===== src/rtl/game_sched.sv =====
// Game flow scheduler: IDLE -> READY -> PLAY -> DEAD, generating the player/obstacle
// timing strobes and the saturating score.
module game_sched #(
   parameter int STEP_DIV     = 256,
   parameter int READY_FRAMES = 60,
   parameter int SCORE_FRAMES = 6,
   parameter int SCORE_MAX    = 9999
) (
   input  logic        clk,
   input  logic        reset,
   input  logic        start,
   input  logic        fly,
   input  logic        hit,
   input  logic        frame_done,
   output logic        barry_rst,
   output logic        barry_step,
   output logic        fly_out,
   output logic        scroll_en,
   output logic [13:0] score,
   output logic        game_over,
   output logic [1:0]  state
);

   localparam int FRM_MAX = (READY_FRAMES > SCORE_FRAMES) ? READY_FRAMES : SCORE_FRAMES;
   localparam int FRM_W   = $clog2(FRM_MAX + 1);
   localparam int DIV_W   = $clog2(STEP_DIV);

   localparam logic [DIV_W-1:0] DIV_LAST  = DIV_W'(STEP_DIV - 1);
   localparam logic [FRM_W-1:0] RDY_LAST  = FRM_W'(READY_FRAMES - 1);
   localparam logic [FRM_W-1:0] SCR_LAST  = FRM_W'(SCORE_FRAMES - 1);
   localparam logic [13:0]      SCORE_TOP = 14'(SCORE_MAX);

   typedef enum logic [1:0] {
      S_IDLE  = 2'd0,
      S_READY = 2'd1,
      S_PLAY  = 2'd2,
      S_DEAD  = 2'd3
   } state_t;

   function automatic logic [13:0] sat_inc(input logic [13:0] v);
      return (v >= SCORE_TOP) ? v : v + 14'd1;
   endfunction

   state_t             state_q, state_d;
   logic [DIV_W-1:0]   div_q, div_d;
   logic [FRM_W-1:0]   frm_q, frm_d;
   logic [13:0]        score_q, score_d;
   logic               start_q;
   logic               arm_q, arm_d;
   logic               fly_q;
   logic               barry_rst_q, barry_rst_d;
   logic               barry_step_q, barry_step_d;
   logic               scroll_en_q, scroll_en_d;
   logic               start_rise;

   // arm_q only sets once start has been sampled low, so a key held through reset
   // release cannot masquerade as a fresh press.
   assign start_rise = start & ~start_q & arm_q;
   assign arm_d      = arm_q | ~start;

   always_comb begin
      state_d      = state_q;
      div_d        = div_q;
      frm_d        = frm_q;
      score_d      = score_q;
      barry_rst_d  = 1'b0;
      barry_step_d = 1'b0;
      scroll_en_d  = 1'b0;

      case (state_q)
         S_IDLE, S_DEAD: begin
            if (start_rise) begin
               state_d     = S_READY;
               barry_rst_d = 1'b1;
               score_d     = '0;
               frm_d       = '0;
               div_d       = '0;
            end
         end
         S_READY: begin
            if (frame_done) begin
               if (frm_q == RDY_LAST) begin
                  state_d = S_PLAY;
                  frm_d   = '0;
                  div_d   = '0;
               end else begin
                  frm_d = frm_q + 1'b1;
               end
            end
         end
         S_PLAY: begin
            // A collision kills every update that would have happened this cycle.
            if (hit) begin
               state_d = S_DEAD;
               frm_d   = '0;
               div_d   = '0;
            end else begin
               if (div_q == DIV_LAST) begin
                  div_d        = '0;
                  barry_step_d = 1'b1;
               end else begin
                  div_d = div_q + 1'b1;
               end
               if (frame_done) begin
                  scroll_en_d = ~scroll_en_q;
                  if (frm_q == SCR_LAST) begin
                     frm_d   = '0;
                     score_d = sat_inc(score_q);
                  end else begin
                     frm_d = frm_q + 1'b1;
                  end
               end
            end
         end
         default: ;
      endcase
   end

   always_ff @(posedge clk or negedge reset) begin
      if (!reset) begin
         state_q      <= S_IDLE;
         div_q        <= '0;
         frm_q        <= '0;
         score_q      <= '0;
         start_q      <= 1'b0;
         arm_q        <= 1'b0;
         fly_q        <= 1'b0;
         barry_rst_q  <= 1'b0;
         barry_step_q <= 1'b0;
         scroll_en_q  <= 1'b0;
      end else begin
         state_q      <= state_d;
         div_q        <= div_d;
         frm_q        <= frm_d;
         score_q      <= score_d;
         start_q      <= start;
         arm_q        <= arm_d;
         fly_q        <= fly;
         barry_rst_q  <= barry_rst_d;
         barry_step_q <= barry_step_d;
         scroll_en_q  <= scroll_en_d;
      end
   end

   assign barry_rst  = barry_rst_q;
   assign barry_step = barry_step_q;
   assign scroll_en  = scroll_en_q;
   assign fly_out    = fly_q & (state_q == S_PLAY);
   assign score      = score_q;
   assign game_over  = (state_q == S_DEAD);
   assign state      = state_q;

endmodule


===== config.mk =====
export PLATFORM = sky130hd
export DESIGN_NAME = game_sched
export DESIGN_NICKNAME = d
export VERILOG_FILES = /design/src/rtl/game_sched.sv
export SDC_FILE = /design/constraint.sdc
export NUM_CORES = 1
export LEC_CHECK = 0
export CAP_MARGIN = 0
export CORE_MARGIN = 2
export CORE_UTILIZATION = 54
export DETAILED_ROUTE_END_ITERATION = 6
export PLACE_DENSITY_LB_ADDON = 0.12
export SYNTH_ARGS = -nofsm -noshare
export SYNTH_HDL_FRONTEND = slang
export SYNTH_SLANG_ARGS = --single-unit

===== constraint.sdc =====
create_clock -name clk -period 3 [get_ports clk]
set_input_delay 0.45 -clock clk [delete_from_list [all_inputs] [get_ports clk]]
set_output_delay 0.45 -clock clk [all_outputs]
set_load 0.005 [all_outputs]

After elaboration in Yosys (flattened, before gate mapping)
Cells that the tools add are included.
{"block": "totals", "reg_bits": 36, "latchBits": 0, "mem_bits_rw": 0, "romBits": 0, "inputBits": 6, "output_inout_bits": 21, "wordCells": 75, "n_memories": 0}
{"block": "op_classes", "add_sub_neg": 3, "n_mul": 0, "div_mod_pow": 0, "n_lt_le_gt_ge": 1, "n_eq_ne": 15, "shift": 0, "mux": 32, "bitwise": 7, "reduce_logical": 7}
{"operator": "$mux W14", "n": 5}
{"operator": "$mux W8", "n": 5}
{"operator": "$mux W6", "n": 6}
{"operator": "$pmux W14 S2", "n": 1}
{"operator": "$pmux W8 S3", "n": 1}
{"operator": "$pmux W6 S3", "n": 1}
{"operator": "$ne A2 B2 Y1 const B", "n": 8}
{"operator": "$add A14 B1 Y14 const B", "n": 1}
{"operator": "$ge A14 B14 Y1 const B", "n": 1}
{"operator": "$add A8 B1 Y8 const B", "n": 1}
{"operator": "$eq A8 B8 Y1 const B", "n": 1}
{"operator": "$mux W1", "n": 8}
{"operator": "$mux W2", "n": 4}
{"operator": "$add A6 B1 Y6 const B", "n": 1}
{"operator": "$eq A6 B3 Y1 const B", "n": 1}
{"operator": "$eq A6 B6 Y1 const B", "n": 1}
{"operator": "$pmux W2 S3", "n": 1}
{"operator": "$reduce_and A3 Y1", "n": 2}
{"operator": "$reduce_and A6 Y1", "n": 1}
{"operator": "$eq A2 B2 Y1 const B", "n": 2}
{"operator": "$reduce_and A4 Y1", "n": 1}
{"operator": "$and A1 B1 Y1", "n": 3}
{"operator": "$ne A3 B3 Y1 const B", "n": 1}
{"operator": "$not A1 Y1", "n": 3}
{"operator": "other kinds (5)", "n": 5}

Logic depth before layout (Yosys ltp)
{"block": "logic_depth", "ltp_word": 6, "depth_mapped": 9, "mapped_depth_nobuf": 7}

Worst setup path after synthesis
Ideal clock, no wire load.
{"block": "synth_path", "path_type": "flip-flop to flip-flop", "from": "reg state_q[0] (netlist: state[0])", "to": "reg score_q[9] (netlist: score[9])", "setup_time_ns": 0.078, "arrival_ns": 2.186, "path_slack_ns": 0.736, "path_stages_with_launch": 9, "period_less_slack_ns": 2.264, "cell_sequence": "dfrtp_1 > inv_1 > ha_1 > buf_2 > nand4b_1 > o21ai_1 > nand2_1 > or4_1 > a21oi_1"}
{"block": "synth_between", "elab_chain_cells": 4, "elab_cells_between_ends": 12, "cone_classes": "eq/ne: 7; mux: 1; reduce/logical: 4"}
{"item": "start: declaration", "line": "44", "rtl": "state_t state_q, state_d;"}
{"item": "start signal: assignment", "line": "132", "rtl": "state_q <= state_d;"}
{"item": "$eq A2 B2 Y1 or $logic_not A2 Y1 (tied branches)", "line": "70", "rtl": "case (state_q)"}
{"item": "$reduce_or A2 Y1", "line": "70"}
{"item": "$ne A2 B2 Y1 (no line) or $reduce_bool A2 Y1 (tied branches)"}
{"item": "$reduce_and A6 Y1 (no line)"}
{"item": "end signal: assignment", "line": "135", "rtl": "score_q <= score_d;"}
{"item": "end: declaration", "line": "47", "rtl": "logic [13:0] score_q, score_d;"}
Several ways; a longest one is shown, not always the timed one.
A chain may end at the register's enable or synchronous reset.

Worst setup path after layout
Same ends and word-level chain as after synthesis.

==> impl_metrics.py <==
metrics = {
    "run_status": {
        "status": "completed",
    },
    "floorplan": {
        "initial_core_util": 0.554,
        "dieArea_mm2": 0.00423,
        "die_y_um": 65.1,
        "coreArea_mm2": 0.00363,
        "rows": 22,
        "die_x_um": 65.1,
        "io_pins": 27,
    },
    "yosys": {
        "synth_xor_area_frac": 0,
        "synth-adder-area-share": 0.0497,
        "synth_top_family_by_area": "simple AND/OR/NAND/NOR gates",
        "synth-simple-area-share": 0.253,
        "syn_area_per_cell_um2": 9.24,
        "yosys.area.top_type": "dfrtp_1",
        "synth_mux_area_frac": 0,
        "ys_warn_count": 0,
        "synth_compound_area_frac": 0.217,
        "async_flop_share": 1.00,
        "synth_edf_count": 0,
        "synth.most_common_cell": "dfrtp_1",
        "yosysUniqueCellTypes": 45,
        "yosys.area.top_type_share": 0.447,
        "synth_ff_type": "dfrtp_1",
        "ys_ff_latch": 36,
        "synth_area_mm2": 0.00201,
        "syn_nets": 232,
        "synth_area_leaders": "dfrtp_1, o21ai_0, ha_1, o31ai_1, a21oi_1",
        "synthCells": 218,
        "synth_common_cells": "dfrtp_1, o21ai_0, nand2_1, a21oi_1, nand3_1",
        "yosysSeqAreaShare": 0.447,
    },
    "global_route": {
        "grt_usage": 0.235,
        "grt_pass1_vias": 1669,
        "grt_max_degree": 37,
        "grt_pass1_wl_um": 7600,
        "antenna_found_initial": 0,
        "grt_remaining_overflow": 0,
    },
    "sta": {
        "max_freq_mhz": 383,
        "hold_violations": 0,
        "setup_ws_ns": 0.388,
        "finalSetupViolCount": 0,
        "final_max_slew_viol_count": 0,
        "clock_skew_ns": 0.00620,
        "fin_crit_sh": 0.871,
        "slew_headroom": 0.474,
        "tns_ns": 0,
        "rsz0062_at_grt": "no",
        "min_period_ns": 2.61,
        "worst_pin_slew_ns": 0.789,
    },
    "run": {
        "max-cap-violations": 0,
    },
    "setup_path": {
        "worstSetupPathType": "reg2reg",
        "worst_setup_path_end_kind": "flip-flop",
        "rr_startpoint": "state[0]$_DFFE_PN0P_",
        "worstPathArrival_ns": 2.83,
        "path_max_fanout": 10,
        "cp-start-kind": "flip-flop",
        "cp.required_ns": 3.22,
        "startpoint": "state[0]$_DFFE_PN0P_",
    },
    "placed_design": {
        "dpl.hpwl_um": 3000,
        "port_buffers": 26,
        "dp_cells": 288,
        "gp_congestion": 0.812,
        "pre_cts_ws_ns": 0.374,
    },
    "drt": {
        "via_per_inst": 5.87,
        "drc_errors": 0,
        "drt_iter0_drc": 69,
        "routedWlPerCell_um": 14.2,
        "vias": 1738,
        "first_pass_iters": 4,
        "drt-total-wl_um": 4200,
        "ant_nets": 0,
    },
    "power_and_ir_drop": {
        "power.density_mw_per_mm2": 633,
        "vdd_drop_max_uv": 515,
        "power.leakage_nw": 1.02,
    },
    "hold_path": {
        "worstHoldPathType": "in2async",
    },
    "finish": {
        "antenna_cells": 0,
        "register_area_um2": 901,
        "final_layout_size_suffix_gt1_frac": 0.0645,
        "fin_cells": 296,
        "multi_input_area_mm2": 0.00105,
        "num-fill-cells": 314,
        "area_growth_syn_to_layout_pct": 19.4,
        "nets": 261,
    },
    "clock_tree": {
        "post_cts_buffers": 0,
        "clkLatencyLatePin_ns": 0.29,
        "hold_buffers": 0,
        "cts-root-buf": "clkbuf_8",
        "cts_tree": "yes",
        "clkTransAtPathRegs_ns": 0.07,
        "clock-sinks": 36,
        "clk_path_buf_depth": 2,
        "numCtsBuffers": 5,
        "cts_resized": 0,
        "htreeDepth": 2,
    },
}
-- cells by family after synthesis --
| logic type | Yosys count |
|---|---|
| DFF | 36 |
| buffers and inverters | 15 |
| and+or+nand+nor | 90 |
| AOI/OAI and AO/OA | 69 |
| adders and majority gates | 8 |
-- per-layer routing --
metal,part of all wire,routed length [µm],vias up,track usage
met3,0.038,160,5,0.0556
met1,0.48,2000,829,0.309
li1,-,-,870,-
met2,0.47,1970,34,0.383
met5,0,0,-,0
met4,0.015,65,0,0.0807
-- cell usage in the layout, fill, tap and decap left out, types with 2 or more instances in the layout --
master / n
clkdlybuf4s50_1: 25
o21ai_0: 23
and2_1: 2
nand2_1: 18
or4_1: 8
nor2_1: 13
clkbuf_8: 6
clkinv_2: 2
inv_1: 9
ha_1: 8
or3_1: 5
buf_4: 2
nand2b_1: 8
a21o_1: 3
a21oi_1: 14
o21ai_1: 2
nand3_1: 14
a31oi_1: 4
and3_1: 8
nand4_1: 4
o31ai_1: 10
dfrtp_1: 36
-- critical path, stage by stage (launching register included) --
cell and delay, ns:
dfrtp_1 0.44, inv_1 0.07, ha_1 0.44, nand4b_1 0.22, o21ai_1 0.40, nand2_1 0.29, or4_1 0.54, a21oi_1 0.15
-- per-stage QoR --
stage               power (mW)  utilization  hold slack, ns  instance area (µm²)
finish                    1.52        0.662           0.236                 2400
global route              1.64        0.662           0.321                 2400
CTS                       1.53        0.662           0.269                 2400
floorplan                0.971            -           0.154                 2010
global placement          1.16        0.636           0.419                 2310
detailed placement        1.17        0.636           0.429                 2310
-- report_power, final --
group	internal [mW]	total (mW)	switching, mW
registers	0.532	0.583	0.0509
clock network	0.183	0.355	0.172
logic	0.230	0.584	0.354
total	0.945	1.52	0.576
-- layout make-up --
class / instances / share of cell area
sequential: 36 / 0.375
inverter: 9 / 0.0140
clock inverter: 2 / 0.00416
clock buffer: 6 / 0.0343
timing repair buffer: 28 / 0.112
multi-input combinational: 167 / 0.435
tap: 48 / 0.0250
-- state kept, by name (all words and copies together) (netlist names) --
signal,flops
arm_q,1
barry_rst,1
barry_step,1
div_q,8
fly_q,1
frm_q,6
score,14
scroll_en,1
start_q,1
state,2
-- worst paths after layout --
kind                                    endpoint  slack, ns  depth (start not counted)
max reg2reg                 score[9]$_DFFE_PN0P_       0.39                          7
min                        score[10]$_DFFE_PN0P_       0.24                          1
max in group asynchronous   div_q[4]$_DFFE_PN0P_       2.26                          1
min reg2reg                  scroll_en$_DFF_PN0_       0.44                          1
min in group clk             scroll_en$_DFF_PN0_       0.44                          1
max                         score[9]$_DFFE_PN0P_       0.39                          7
Power figures use the tool's default switching activity.
